[src/rtl/oled_dy_field_mux.sv]
// oled_dy_field_mux
// Renders up to NUM_CH numeric fields onto the shared char_gen. Whenever a channel's value or
// hex flag differs from what was last drawn, that channel is granted round-robin. Its value is
// converted to DIGITS characters (decimal via double-dabble, or hex nibbles), and the characters
// are issued one at a time through the char_gen start/busy/done handshake.
//
// Ports:
//   clk_50m, rst_n        system clock, asynchronous active-low reset
//   ch_value/ch_x/ch_y    packed per-channel value, start column and row (channel 0 in LSBs)
//   ch_hex                per-channel hex rendering select
//   is_run, fix_active    gate new field grants only; a field in progress always completes
//   draw_busy, draw_done  char_gen handshake inputs
//   dy_active             block owns char_gen for the duration of a field
//   dy_draw_start         1-cycle start pulse, with registered ascii/x/y held until next start
//   dy_ch                 channel currently (or last) rendered
module oled_dy_field_mux #(
  parameter int unsigned NUM_CH   = 2,
  parameter int unsigned DIGITS   = 4,
  parameter int unsigned VAL_W    = 16,
  parameter int unsigned BLANK_LZ = 1,
  parameter int unsigned CHAR_ADV = 8
) (
  input  logic                    clk_50m,
  input  logic                    rst_n,
  input  logic [NUM_CH*VAL_W-1:0] ch_value,
  input  logic [NUM_CH*7-1:0]     ch_x,
  input  logic [NUM_CH*4-1:0]     ch_y,
  input  logic [NUM_CH-1:0]       ch_hex,
  input  logic                    is_run,
  input  logic                    fix_active,
  input  logic                    draw_busy,
  input  logic                    draw_done,
  output logic                    dy_active,
  output logic                    dy_draw_start,
  output logic [7:0]              dy_draw_ascii,
  output logic [6:0]              dy_draw_x,
  output logic [3:0]              dy_draw_y,
  output logic [1:0]              dy_ch
);

  localparam int unsigned BcdW    = 20;
  localparam logic [2:0]  LastIdx = 3'(DIGITS - 1);
  localparam logic [4:0]  LastBit = 5'(VAL_W - 1);

  typedef enum logic [1:0] {StIdle, StConv, StIssue, StWait} state_e;
  state_e r_state, w_state_nxt;

  logic [VAL_W-1:0]  r_last_seen [NUM_CH];
  logic [NUM_CH-1:0] r_last_hex;
  logic [1:0]        r_rr_ptr;
  logic [VAL_W-1:0]  r_val;
  logic [BcdW-1:0]   r_bcd;
  logic              r_hex;
  logic [6:0]        r_x;
  logic [3:0]        r_y;
  logic [2:0]        r_idx;
  logic [4:0]        r_bit_cnt;
  logic              r_active, r_start;
  logic [7:0]        r_ascii;
  logic [6:0]        r_dx;
  logic [3:0]        r_dy;
  logic [1:0]        r_ch;

  logic [NUM_CH-1:0] w_pending;
  logic              w_any, w_grant_ok, w_g_hex, w_hi_nz;
  logic [1:0]        w_grant;
  logic [VAL_W-1:0]  w_g_val;
  logic [6:0]        w_g_x, w_x_calc;
  logic [3:0]        w_g_y, w_digit;
  logic [BcdW-1:0]   w_bcd_adj, w_src;
  logic [2:0]        w_pos;
  logic [7:0]        w_char;

  // Round-robin search: first pass from rr_ptr upward, second pass covers the wrap.
  always_comb begin
    w_pending = '0;
    w_any     = 1'b0;
    w_grant   = '0;
    w_g_val   = '0;
    w_g_hex   = 1'b0;
    w_g_x     = '0;
    w_g_y     = '0;
    for (int c = 0; c < NUM_CH; c++) begin
      w_pending[c] = (ch_value[c*VAL_W +: VAL_W] != r_last_seen[c]) || (ch_hex[c] != r_last_hex[c]);
    end
    for (int c = 0; c < NUM_CH; c++) begin
      if (!w_any && w_pending[c] && c >= int'(r_rr_ptr)) begin
        w_any   = 1'b1;
        w_grant = 2'(c);
      end
    end
    for (int c = 0; c < NUM_CH; c++) begin
      if (!w_any && w_pending[c]) begin
        w_any   = 1'b1;
        w_grant = 2'(c);
      end
    end
    for (int c = 0; c < NUM_CH; c++) begin
      if (2'(c) == w_grant) begin
        w_g_val = ch_value[c*VAL_W +: VAL_W];
        w_g_hex = ch_hex[c];
        w_g_x   = ch_x[c*7 +: 7];
        w_g_y   = ch_y[c*4 +: 4];
      end
    end
    w_grant_ok = (r_state == StIdle) && is_run && !fix_active && w_any;
  end

  // Double-dabble add-3 step applied before each shift.
  always_comb begin
    w_bcd_adj = r_bcd;
    for (int d = 0; d < 5; d++) begin
      if (r_bcd[d*4 +: 4] >= 4'd5) w_bcd_adj[d*4 +: 4] = r_bcd[d*4 +: 4] + 4'd3;
    end
  end

  // Character for the current index; digit position counts down from the most significant shown.
  always_comb begin
    w_pos   = LastIdx - r_idx;
    w_src   = r_hex ? BcdW'(r_val) : r_bcd;
    w_digit = '0;
    w_hi_nz = 1'b0;
    for (int p = 0; p < 5; p++) begin
      if (3'(p) == w_pos) w_digit = w_src[p*4 +: 4];
      if (p < int'(DIGITS) && 3'(p) > w_pos && w_src[p*4 +: 4] != 4'd0) w_hi_nz = 1'b1;
    end
    if (BLANK_LZ != 0 && w_digit == 4'd0 && !w_hi_nz && r_idx != LastIdx) begin
      w_char = 8'h20;
    end else if (w_digit < 4'd10) begin
      w_char = 8'h30 + {4'd0, w_digit};
    end else begin
      w_char = 8'h37 + {4'd0, w_digit};
    end
    w_x_calc = r_x + 7'(32'(r_idx) * CHAR_ADV);
  end

  // State register
  always_ff @(posedge clk_50m or negedge rst_n) begin
    if (!rst_n) r_state <= StIdle;
    else        r_state <= w_state_nxt;
  end

  // Next-state logic
  always_comb begin
    w_state_nxt = r_state;
    unique case (r_state)
      StIdle:  if (w_grant_ok) w_state_nxt = w_g_hex ? StIssue : StConv;
      StConv:  if (r_bit_cnt == LastBit) w_state_nxt = StIssue;
      StIssue: if (!draw_busy) w_state_nxt = StWait;
      StWait:  if (draw_done) w_state_nxt = (r_idx == LastIdx) ? StIdle : StIssue;
    endcase
  end

  // Registered datapath and outputs
  always_ff @(posedge clk_50m or negedge rst_n) begin
    if (!rst_n) begin
      for (int c = 0; c < NUM_CH; c++) r_last_seen[c] <= '0;
      r_last_hex <= '0;
      r_rr_ptr   <= '0;
      r_val      <= '0;
      r_bcd      <= '0;
      r_hex      <= 1'b0;
      r_x        <= '0;
      r_y        <= '0;
      r_idx      <= '0;
      r_bit_cnt  <= '0;
      r_active   <= 1'b0;
      r_start    <= 1'b0;
      r_ascii    <= '0;
      r_dx       <= '0;
      r_dy       <= '0;
      r_ch       <= '0;
    end else begin
      r_start <= 1'b0;
      unique case (r_state)
        StIdle: begin
          if (w_grant_ok) begin
            for (int c = 0; c < NUM_CH; c++) begin
              if (2'(c) == w_grant) begin
                r_last_seen[c] <= w_g_val;
                r_last_hex[c]  <= w_g_hex;
              end
            end
            r_val     <= w_g_val;
            r_hex     <= w_g_hex;
            r_x       <= w_g_x;
            r_y       <= w_g_y;
            r_ch      <= w_grant;
            r_active  <= 1'b1;
            r_idx     <= '0;
            r_bcd     <= '0;
            r_bit_cnt <= '0;
          end
        end
        StConv: begin
          r_bcd     <= {w_bcd_adj[BcdW-2:0], r_val[VAL_W-1]};
          r_val     <= {r_val[VAL_W-2:0], 1'b0};
          r_bit_cnt <= r_bit_cnt + 5'd1;
        end
        StIssue: begin
          if (!draw_busy) begin
            r_start <= 1'b1;
            r_ascii <= w_char;
            r_dx    <= w_x_calc;
            r_dy    <= r_y;
          end
        end
        StWait: begin
          if (draw_done) begin
            if (r_idx == LastIdx) begin
              r_active <= 1'b0;
              r_rr_ptr <= (r_ch == 2'(NUM_CH - 1)) ? 2'd0 : r_ch + 2'd1;
            end else begin
              r_idx <= r_idx + 3'd1;
            end
          end
        end
      endcase
    end
  end

  assign dy_active     = r_active;
  assign dy_draw_start = r_start;
  assign dy_draw_ascii = r_ascii;
  assign dy_draw_x     = r_dx;
  assign dy_draw_y     = r_dy;
  assign dy_ch         = r_ch;

endmodule
[config.mk]
export PLATFORM = sky130hd
export DESIGN_NAME = oled_dy_field_mux
export DESIGN_NICKNAME = d
export VERILOG_FILES = /design/src/rtl/oled_dy_field_mux.sv
export SDC_FILE = /design/constraint.sdc
export NUM_CORES = 1
export LEC_CHECK = 0
export CORE_MARGIN = 2
export CORE_UTILIZATION = 40
export CTS_BUF_LIST = sky130_fd_sc_hd__clkbuf_8 sky130_fd_sc_hd__clkbuf_16
export CTS_CLUSTER_DIAMETER = 80
export DETAILED_ROUTE_END_ITERATION = 12
export GPL_ROUTABILITY_DRIVEN = 0
export GPL_TIMING_DRIVEN = 1
export PLACE_DENSITY = 0.69
export SYNTH_ARGS = -nofsm -noshare
export SYNTH_HDL_FRONTEND = slang
export SYNTH_SLANG_ARGS = --single-unit
[constraint.sdc]
create_clock -name clk_50m -period 3.4 [get_ports clk_50m]
set_input_delay 0.51 -clock clk_50m [delete_from_list [all_inputs] [get_ports clk_50m]]
set_output_delay 0.51 -clock clk_50m [all_outputs]
set_load 0.01 [all_outputs]
# Word-level counts from Yosys, hierarchy flattened
# Cells that the tools add are included.
# word_totals
register_bits	117
latchBits	0
mem_bits_rw	0
romBits	0
in_bits	62
out_inout_bits	23
memories	0
# classes
addsub	12
mul	0
div	0
n_lt_le_gt_ge	12
eq_ne	22
n_shift	0
n_mux	56
n_bitwise	1
n_reduce_logical	40
# op_table
operator	n
$mux 16	3
$mux 4	11
$mux 20	2
$pmux 20 s2	1
$ne 16x16->1	2
$pmux 16 s2	1
$mux 7	4
$ge 4x3->1 const B	5
$mux 1	18
$add 4x2->4 const B	4
$reduce_bool 4->1	4
$add 6x4->7 const A	2
$logic_and 1x1->1	14
$mux 2	7
$mux 3	4
$ne 2x2->1 const B	6
$reduce_and 4->1	3
$pmux 5 s2	1
$reduce_and 3->1	3
$pmux 2 s4	1
$add 7x6->7	1
$eq 2x3->1 const A	2
$gt 1x3->1 const A	2
$gt 2x3->1 const A	2
27 further kinds	40

# Longest topological paths before layout
# logic_depth
depth_word	20
mapped_depth	16

# Worst setup path after synthesis
# Ideal clock, no wire load.
# synth_timing
path_kind	flip-flop to flip-flop
from	reg r_idx[1]
to	reg r_ascii[1] (netlist: dy_draw_ascii[1])
setup_time_ns	0.118
t_arrival_ns	2.870
required_time_ns	3.282
slack_ns	0.412
stages_incl_launch_ff	17
path_buffers	2
path_cell_list	dfrtp_1 buf_2 inv_1 ha_1 nor2b_1 clkbuf_1 a21oi_1 a221oi_1 a311oi_1 ha_1 nor4b_1 nand3_1 o31ai_1 a311oi_1 o41ai_2 a221oi_1 a21o_1
# synth_via
elab_chain_cells	11
elab_cells_between_ends	33
# synth_rtl
item	line	source
start, declared	56	logic [2:0] r_idx;
start signal, assigned	214	r_idx <= r_idx + 3'd1;
branches (longest 10 deep; another with $add 6x4->7)	-	
$mux 7 *	127	if (BLANK_LZ != 0 && w_digit == 4'd0 && !w_hi_nz && r_idx != LastIdx) begin
end signal, assigned	203	r_ascii <= w_char;
end, declared	59	logic [7:0] r_ascii;
# Mark *: on every way between the ends.
# A chain may end at the register's enable or synchronous reset.

# Worst setup path in the final report
# Ends and elaborated chain as after synthesis.

==> flow_summary.yaml <==
synth:
  synth_area_um2: 6170
  synth_top_area_cell: "dfrtp_1"
  ys_types: 54
  yosysSeqAreaShare_pct: 46.3
  yosysTopAreaCellShare_pct: 46.3
  async_reset_ff_share_pct: 100
  synth_ff_type: "dfrtp_1"
  synth_edf_count: 0
  ys.warnings.count: 0
  syn_inst: 602
  ys_ff_latch: 114
  syn_avg_cell_area_um2: 10.2
  synth_area_leaders: "dfrtp_1 (46%), mux2_2 (7.1%), nand2_1 (5.7%), xor2_1 (5.0%), a221o_1 (4.7%)"
place:
  dp.cells: 853
  pre_cts_ws_ns: 0.219
  hpwlAfterDp_um: 10500
  io_buffers: 82
timing:
  max_freq_ghz: 0.321
  hold_violations: 0
  timing.slew.headroom_pct: 34.4
  final_max_slew_viol_count: 0
  finalSetupViolCount: 0
  skew_ns: 0.00995
  finalSetupTns_ns: 0
  period_minus_slack_ns: 3.12
  tightestPinTransition_ns: 0.982
  worst_slack_ns: 0.280
  rsz0062_at_grt: "false"
  finalCritPeriodShare_pct: 91.8
job:
  cap_viol_max_count: 0
finish:
  most-common-layout-cells: "dfrtp_1 (113), nand2_1 (94), clkdlybuf4s50_1 (81), o21ai_0 (43), mux2_2 (39)"
  fillers: 1297
  final_core_util_pct: 51.5
  drive_gt1_share_pct: 14.4
  syn_to_final_growth_pct: 26.5
  seq_area_um2: 2850
  multiInputGateArea_um2: 3080
  antenna_cells: 0
  final_common_cell: "dfrtp_1"
  nNetsFinal: 768
  finalNonFillerCells: 884
power_and_ir_drop:
  pwr_density_cell_nw_per_um2: 880
  irDropWorstVdd_v: 0.000485
  leakage_uw: 0.00338
  fin_total_pwr_uw: 6870
clock_network:
  clockRootBuffer: "clkbuf_16"
  clkTransAtPathRegs_ns: 0.05
  cts_hold_buf: 0
  clk_latency_ns: 0.41
  cts_sinks: 114
  clk_path_buf_depth: 2
  cts_buffers: 17
  cts_tree: "built"
  h-tree-depth: 4
setup_path:
  crit_fanout: 6
  worst_setup_path_start_kind: "flip-flop"
  crit_required_ns: 3.69
  worstSetupEndpointType: "flip-flop"
  crit_type: "flip-flop to flip-flop"
  r2r_cells: 14
  regToRegSetupSlack_ns: 0.28
  arrival_ns: 3.41
  r2r-start: "r_idx[1]"
  rr_endpoint: "dy_draw_ascii[1]"
drt:
  vias: 4875
  drtPass1Iterations: 5
  drt-initial-drc-count: 386
  avgViaCountPerCell: 5.51
  ant_nets: 0
  met2_length_um: 7220
  drc_errors: 0
  wl_um: 14700
  highest_layer: "met4"
  wl_per_cell_um: 16.6
  wl_met3_um: 714
  met1_length_um: 6560
global_routing:
  grt_pass1_vias: 4810
  antenna_found_initial: 0
  overflow: 0
  grt_pass1_wl_um: 24300
  track_usage_pct: 18.8
  grt_max_degree: 67
floorplanning:
  die_x_um: 128
  dieArea_um2: 16400
  io_pins: 85
  die_h_um: 128
  core_um2: 15100
  start_util_pct: 40.7
  fp-row-count: 45
outcome:
  status: "finished clean"
min_path:
  hold_path.class: "input pin to asynchronous set/reset pin"
-- cell families after synthesis --
logic type,share of synthesized area (%)
AO/OA/AOI/OAI,16.2
XOR/XNOR,6.53
adder cells (fa/ha/maj),4.59
buffers and inverters,4.32
flip-flops,46.3
multiplexers,8.75
other,0.0608
AND/OR/NAND/NOR,13.3
-- power breakdown --
part | switching, uW | internal, uW
logic | 1350 | 1380
clock network | 604 | 1040
registers | 538 | 1960
total | 2490 | 4380
-- sequential cells by signal (all words and copies together) (netlist names), 2 cells and up --
register	flops
dy_draw_ascii	7
dy_draw_x	7
dy_draw_y	4
r_bcd	20
r_bit_cnt	5
r_idx	3
r_last_hex	2
r_last_seen	32
r_state	2
r_val	16
r_x	7
r_y	4
-- how the worst max path moves through the flow --
stage / startpoint / to / cells past startpoint
final: r_idx[1] / dy_draw_ascii[1] / 14
after global routing: r_idx[1] / dy_draw_ascii[1] / 14
after CTS: r_idx[1] / dy_draw_ascii[1] / 13
after detailed placement: r_idx[1] / dy_draw_ascii[1] / 15
after global placement: ch_value[18] / r_last_seen[18] / 8
after floorplan: r_idx[1] / dy_draw_ascii[1] / 16
-- cells in the mapped netlist (all sizes together) (9+ instances only) --
cell type	count
dfrtp	114
nand2	94
o21ai	43
mux2	39
xor2	35
a221o	29
a21oi	23
ha	21
clkbuf	20
inv	19
buf	17
nor2	17
and2	13
o22ai	12
nand3	11
xnor2	11
mux2i	10
nor4	9
-- per-layer routing --
metal  up-vias  track usage (%)
met5         -                0
met4         0             5.56
met3        19             4.67
met2       126             30.4
met1      2406             25.1
li1       2324                -
-- critical path, cell delays in order (launching register included) --
cell and delay, ns:
dfrtp_1 0.43, ha_1 0.26, ha_2 0.29, nor4_4 0.07, a221oi_1 0.30, a21oi_1 0.07
a21oi_1 0.20, ha_1 0.20, nor4b_1 0.24, nand3_1 0.13, o31ai_1 0.08, a311oi_1 0.14
o41ai_2 0.32, a221oi_1 0.09, a21o_1 0.17
-- layout make-up --
cell class,instances,share of cell area [%]
Multi-Input combinational cell,433,39.5
Sequential cell,114,36.6
Timing Repair Buffer,99,12.8
Clock buffer,23,6.51
Tap cell,188,3.01
Inverter,19,0.914
Clock inverter,8,0.690
-- through the flow --
stage | cell area [um2] | hold slack (ns)
after floorplan | 6170 | 0.214
after global routing | 7800 | 0.162
after detailed placement | 7210 | 0.454
final | 7800 | 0.119
after CTS | 7770 | 0.136
after global placement | 7210 | 0.442
-- repair_timing --
| item | in CTS | in global routing |
|---|---|---|
| setup buffers | 0 | 0 |
| gates resized for setup | 0 | 6 |
| endpoints found under the setup margin | 0 | 3 |
(Power assumes the default switching activity.)
